### src/rtl/line_buffer_if.sv
// line_buffer_if -- pixel stream in / 3x3 window out for the conv front end.
//   din          : signed pixel, one per clock (master drives)
//   window_flat  : 3x3 window, element idx at [(idx+1)*DATA_WIDTH-1 -: DATA_WIDTH]
//   window_valid : window fully inside the image (only with LINE_BUFFER_VALID_EN)
// Optional feature macro: LINE_BUFFER_VALID_EN
interface line_buffer_if #(
  parameter int DATA_WIDTH = 16
);
  logic [DATA_WIDTH-1:0]   din;
  logic [9*DATA_WIDTH-1:0] window_flat;
`ifdef LINE_BUFFER_VALID_EN
  logic                    window_valid;

  modport master (output din, input window_flat, input window_valid);
  modport slave  (input din, output window_flat, output window_valid);
`else
  modport master (output din, input window_flat);
  modport slave  (input din, output window_flat);
`endif
endinterface

### src/rtl/line_buffer.sv
// line_buffer -- streaming 3x3 sliding-window generator.
//   Raster-order pixels enter one per clock; the two previous rows live in a
//   tapped shift register and a 3x3 neighbourhood is presented every cycle.
// Ports:
//   clk    : rising-edge clock
//   reset  : asynchronous active-low reset (0 = in reset)
//   bus    : line_buffer_if.slave (din in, window_flat / window_valid out)
// Parameters: DATA_WIDTH bits per pixel, IMG_WIDTH pixels per row (>= 3).
// Optional feature macro: LINE_BUFFER_VALID_EN adds the registered
//   window_valid flag and the row/column position counters behind it.
module line_buffer #(
  parameter int DATA_WIDTH = 16,
  parameter int IMG_WIDTH  = 4
) (
  input  logic       clk,
  input  logic       reset,
  line_buffer_if.slave bus
);

  localparam int W     = IMG_WIDTH;
  localparam int DEPTH = 2 * W + 3;

  // sr[0] is the newest pixel; sr[W] and sr[2W] line up with the same column
  // one and two rows earlier.
  logic [DATA_WIDTH-1:0] sr [DEPTH];

  always_ff @(posedge clk or negedge reset) begin
    if (!reset) begin
      for (int n = 0; n < DEPTH; n++) sr[n] <= '0;
    end else begin
      sr[0] <= bus.din;
      for (int n = 1; n < DEPTH; n++) sr[n] <= sr[n-1];
    end
  end

  // Highest element (idx8) is the newest pixel; pure pass-through of registers.
  assign bus.window_flat = {sr[0],     sr[1],     sr[2],
                            sr[W],     sr[W+1],   sr[W+2],
                            sr[2*W],   sr[2*W+1], sr[2*W+2]};

`ifdef LINE_BUFFER_VALID_EN
  localparam int CW = $clog2(W);

  // col/row give the position of the pixel being sampled on this edge;
  // row saturates at 2 because only "at least two full rows seen" matters.
  logic [CW-1:0] col;
  logic [1:0]    row;

  always_ff @(posedge clk or negedge reset) begin
    if (!reset) begin
      col              <= '0;
      row              <= '0;
      bus.window_valid <= 1'b0;
    end else begin
      bus.window_valid <= (row == 2'd2) && (col >= CW'(2));
      if (col == CW'(W - 1)) begin
        col <= '0;
        if (row != 2'd2) row <= row + 2'd1;
      end else begin
        col <= col + 1'b1;
      end
    end
  end
`endif

endmodule

### src/flat_wrapper.sv
// flat-port wrapper written by rule: the top's interface ports become plain ports
module line_buffer_flat 
#(
  parameter int DATA_WIDTH = 16,
  parameter int IMG_WIDTH  = 4
)
  (clk, reset, bus_din, bus_window_flat);
  line_buffer_if #(.DATA_WIDTH(DATA_WIDTH)) bus_i ();
  input  logic clk;
  input  logic reset;
  input wire logic [$bits(bus_i.din)-1:0] bus_din;
  output wire logic [$bits(bus_i.window_flat)-1:0] bus_window_flat;
  assign bus_i.din = bus_din;
  assign bus_window_flat = bus_i.window_flat;
  line_buffer #(.DATA_WIDTH(DATA_WIDTH), .IMG_WIDTH(IMG_WIDTH)) u_core (.clk(clk), .reset(reset), .bus(bus_i));
endmodule
### config.mk
export PLATFORM = sky130hd
export DESIGN_NAME = line_buffer_flat
export DESIGN_NICKNAME = d
export VERILOG_FILES = /design/src/rtl/line_buffer_if.sv /design/src/rtl/line_buffer.sv /design/src/flat_wrapper.sv
export SDC_FILE = /design/constraint.sdc
export NUM_CORES = 1
export LEC_CHECK = 0
export BUFFER_PORTS_ARGS = -buffer_cell sky130_fd_sc_hd__buf_2
export CAP_MARGIN = 25
export CORE_MARGIN = 8
export CORE_UTILIZATION = 50
export DETAILED_ROUTE_END_ITERATION = 6
export PLACE_DENSITY_LB_ADDON = 0.3
export REMOVE_ABC_BUFFERS = 1
export SLEW_MARGIN = 10
export SYNTH_ARGS = -nofsm -noshare
export SYNTH_HDL_FRONTEND = slang
export SYNTH_SLANG_ARGS = --single-unit
export TNS_END_PERCENT = 50
### constraint.sdc
create_clock -name clk -period 0.8 [get_ports clk]
set_input_delay 0.04 -clock clk [delete_from_list [all_inputs] [get_ports clk]]
set_output_delay 0.04 -clock clk [all_outputs]
set_load 0.01 [all_outputs]
* After elaboration in Yosys (flattened, before gate mapping)
Cells that the tools add are included.
** Word-level totals
- Bits in writable memories :: 0
- Memories :: 0
- ROM bits :: 0
- Input port bits :: 18
- Output and inout port bits :: 144
- Register bits after elaboration :: 176
- Bits in latches :: 0
- Word-level logic and storage cells :: 11
** Operators by class
- Add/subtract/negate cells :: 0
- Multiply operators :: 0
- Div/mod/pow operators :: 0
- Bitwise gates (word level) :: 0
- Mux-type cells :: 0
- Shifts and indexed selects :: 0
- Equal/unequal tests :: 0
- Reduce and logical (&&, ||, !) cells :: 0
- Magnitude comparators :: 0

* Logic depth before layout (Yosys ltp)
- Depth in word-level cells :: 0
- Mapped depth :: 1
- Depth with buffers taken out :: 0

* Least setup slack after synthesis
OpenSTA, ideal clock, no wires.
- Path kind :: register to output
- Start :: register u_core.sr (netlist bit u_core.bus.window_flat[100])
- End :: output bus_window_flat[100]
- Stages on the path, launching flop included :: 2
- Required time :: 0.760 ns
- Path slack :: 0.276 ns
- Buffers on the path :: 1
- Data arrival time :: 0.484 ns
- Cells stage by stage :: dfrtp_1 buf_4
** RTL lines
- start: declaration :: RTL line line_buffer.sv:25 : logic [DATA_WIDTH-1:0] sr [DEPTH];
- end: declaration :: RTL line flat_wrapper.sv:12 : output wire logic [$bits(bus_i.window_flat)-1:0] bus_window_flat;
No word-level cell between the ends.

* Final worst setup path
- Start :: register u_core.sr (netlist bit u_core.bus.window_flat[74])
- End :: output bus_window_flat[74]
No word-level cell between the ends.

==> implementation parameters <==
Parameter                              Value

Run status
  Run status ... complete, but fails checks
  Failing checks ... hold timing, setup timing

Setup path
  Critical-path cell list ... buf_2
  Crit path DAT ... 1.09 ns
  Slowest cell delay on critical path ... 0.41 ns
  Category of the most critical setup path ... reg2out
  Worst path buffer plus inverter count ... 1
  CP startpoint kind ... register
  Critical path capture point type ... primary output
  Crit-path slowest cell ... dfrtp_1
  Launching element of the worst setup path ... u_core.bus.window_flat[74]
  Worst endpoint required time ... 0.76 ns
  RR Startpoint ... u_core.bus.window_flat[53]
  Family with the most delay on the worst path ... flip-flops
  Critical path fanouts, max ... 2

Global route
  Via count of the first global-routing pass ... between 2,000 and 3,000
  Antenna violations before repair ... 0
  Global-route wire length before repair ... around 14 mm
  Total Routing Usage GR ... 12.4%
  Total congestion overflow ... 0
  Pin count of the biggest net entering global routing ... between 40 and 50

Finish
  Final Net Count ... 430
  Count of multi-input combinational gates ... 0
  Area used by multi-input combinational logic ... 0 um^2
  Post-route cell area ... about 6800 um^2
  Number of inserted diodes ... 0
  Layout Cells excl Fill ... 565
  Share of cells above drive strength 1 ... 54.6%
  Area growth, synth to finish ... 24.6%

Synthesis
  Share of synthesized registers carrying an async set or reset ... 100%
  Cell taking the most area after synthesis ... dfrtp_1
  Most used standard cell by instance count after synthesis ... dfrtp_1
  Syn. warnings ... 0
  Synth Register Bits ... 176
  Top post-synthesis cells by count ... 176 x dfrtp_1, 144 x buf_4
  Average cell area after synthesis ... 17.1 um^2
  Number of cells produced by synthesis ... 320
  Ranking of synthesized cells by area ... dfrtp_1 80%, buf_4 20%
  Post-synth top flop ... dfrtp_1
  Fraction of the yosys area taken by sequential cells ... 80.3%
  Total standard cell area after synthesis ... 5490 um^2
  Post-synth EDFFs ... 0
  Number of distinct standard cells referenced by the synthesized netlist ... 2
  Fraction of post-synthesis cell area in the top cell type by area ... between 80 and 90%

Route
  Via total after detailed routing ... 2,310
  Violation count after the first detailed-route iteration ... roughly 100
  Remaining antenna violation count ... 0
  Average wire length per cell after detail routing ... 15.3 um
  Total Wirelength ... 8.64 mm
  Number of optimization iterations in the first detailed-route pass ... 3
  Post-route DRC violation count ... 0
  Per-cell via count in the routed design ... 4.09

CTS
  CTS H-tree lvls ... 4
  Worst-case clock buffer depth ... 2
  Library cell used as clock root buffer ... clkbuf_8
  Clock tree from TritonCTS ... built
  Clock buffers created by TritonCTS ... 17
  Worst-Skew Late Latency ... 0.51 ns
  Post-CTS Hold Fix Bufs ... 17
  Clock tree sinks ... 176
  Worst-path clk slew ... ~0.07 ns

Floorplan
  Effective utilization at floorplan ... 50.8%
  Chip Width ... 121 um
  Number of cell rows ... 38
  Vert. Die Dim ... 121 um
  Top Ports ... about 160
  Total die area ... 14,600 um^2
  Core area ... 10,800 um^2

STA
  Headroom to the max-slew limit ... 81.2%
  Worst-Margin Slew ... roughly 0.28 ns
  Max-slew violation count ... 0
  Endpoints failing setup ... between 100 and 150
  Final worst-path cycle share ... 141%
  Final Hold Violating Endpoints ... 13
  Fin Hold WS ... -0.0555 ns
  Crit path time final ... roughly 1.1 ns
  Peak clock frequency supported by timing ... 888 MHz
  Smallest setup slack after layout ... -0.326 ns
  Setup TNS ... -38.42 ns
  Unrepaired setup endpoints after global routing ... true
  Setup skew after layout ... 0.00461 ns

Place
  Placed cell areas ... 5470 um^2
  DP HPWL ... 5.80 mm
  Count of placed standard cells including taps ... 483
  Post-Place Worst Slack ... 0.197 ns
  Number of buffers inserted by port buffering ... 161
  Weighted congestion reported at the end of routability-driven placement ... 0.668

Pwr
  Static power due to leakage ... about 3.4 nW
  Switching power share of the total ... 22.3%
  Power per unit of standard cell area ... 2740 nW/um^2
  Sequential Power Share ... about half
  Max VDD drop ... 1410 uV
  Tot Pwr ... 0.0187 W
  Switching power total ... between 0.004 and 0.005 W
  Proportion of power drawn by the clock network ... 42.5%
  Combinational power share ... roughly 6.5%
  Internal portion of total power ... approximately 0.015 W

Flow run
  Max-cap violation count ... 0

Min path
  Class of the tightest hold or removal check ... in2async
## worst paths after layout
kind / end / slack [ns] / depth (start not counted)
worst max-delay path: bus_window_flat[74] / -0.33 / 1
worst min-delay path: u_core.bus.window_flat[135] / -0.06 / 2
worst max register to register: u_core.sr[53] / 0.04 / 2
worst min register to register: u_core.bus.window_flat[32] / 0.35 / 0
max in group asynchronous: u_core.bus.window_flat[49] / 0.37 / 3
min in group clk: u_core.bus.window_flat[143] / 0.17 / 2
## power by group through the flow
stage	combinational [W]	clock [W]	sequential, W
floorplan	0	0	0.00988
global placement	0.000889	0	0.00968
detailed placement	0.000891	0	0.00971
CTS	0.00112	0.00815	0.00956
global route	0.00132	0.00861	0.00962
finish	0.00121	0.00796	0.00958
## area by class of cell
cell class,instances,area (um^2)
well taps,140,175
fillers,762,3960
clock buffers,18,428
repair buffers,217,1670
clock inverters,14,156
flip-flops and latches,176,4400
## cell families (layout without fill, tap and decap cells)
group                  Yosys count  count (layout)  synth area share [%]
flip-flops                     176             176                  80.3
buffers and inverters          144             249                  19.7
## layer usage
metal	global-route usage (%)	share of wire (%)	vias to the layer above
met5	0	0	-
met4	4.45	0.88	0
met3	7.55	11	7
met2	20.4	52	100
met1	12.8	36	1173
li1	-	-	1030
## registers in the layout (all words and copies together), names as in the netlist
signal and count:
u_core.sr 32, u_core.bus.window_flat 144
## layout by cell type, fill, tap and decap left out, types with 2 or more instances in the layout
cell type / instances
inv_6: 3
bufinv_16: 2
clkbuf_16: 16
buf_2: 103
dfrtp_1: 176
clkinv_2: 2
clkinvlp_4: 3
dlygate4sd3_1: 17
buf_12: 3
clkinv_4: 3
buf_6: 58
buf_4: 36
clkbuf_8: 2
## through the flow
stage	hold slack, ns	utilization [%]
after floorplan	-0.256	-
after global placement	-0.106	50.7
after detailed placement	-0.105	50.7
after CTS	-0.0939	60.7
after global routing	-0.0824	63.3
final	-0.0555	63.3
## what timing repair did
action	in CTS	in global routing
hold endpoints to repair	192	13
endpoints found under the setup margin	144	144
setup buffers	22	11
gates resized for setup	27	31
No activity file was read; power rests on OpenSTA's default activity.
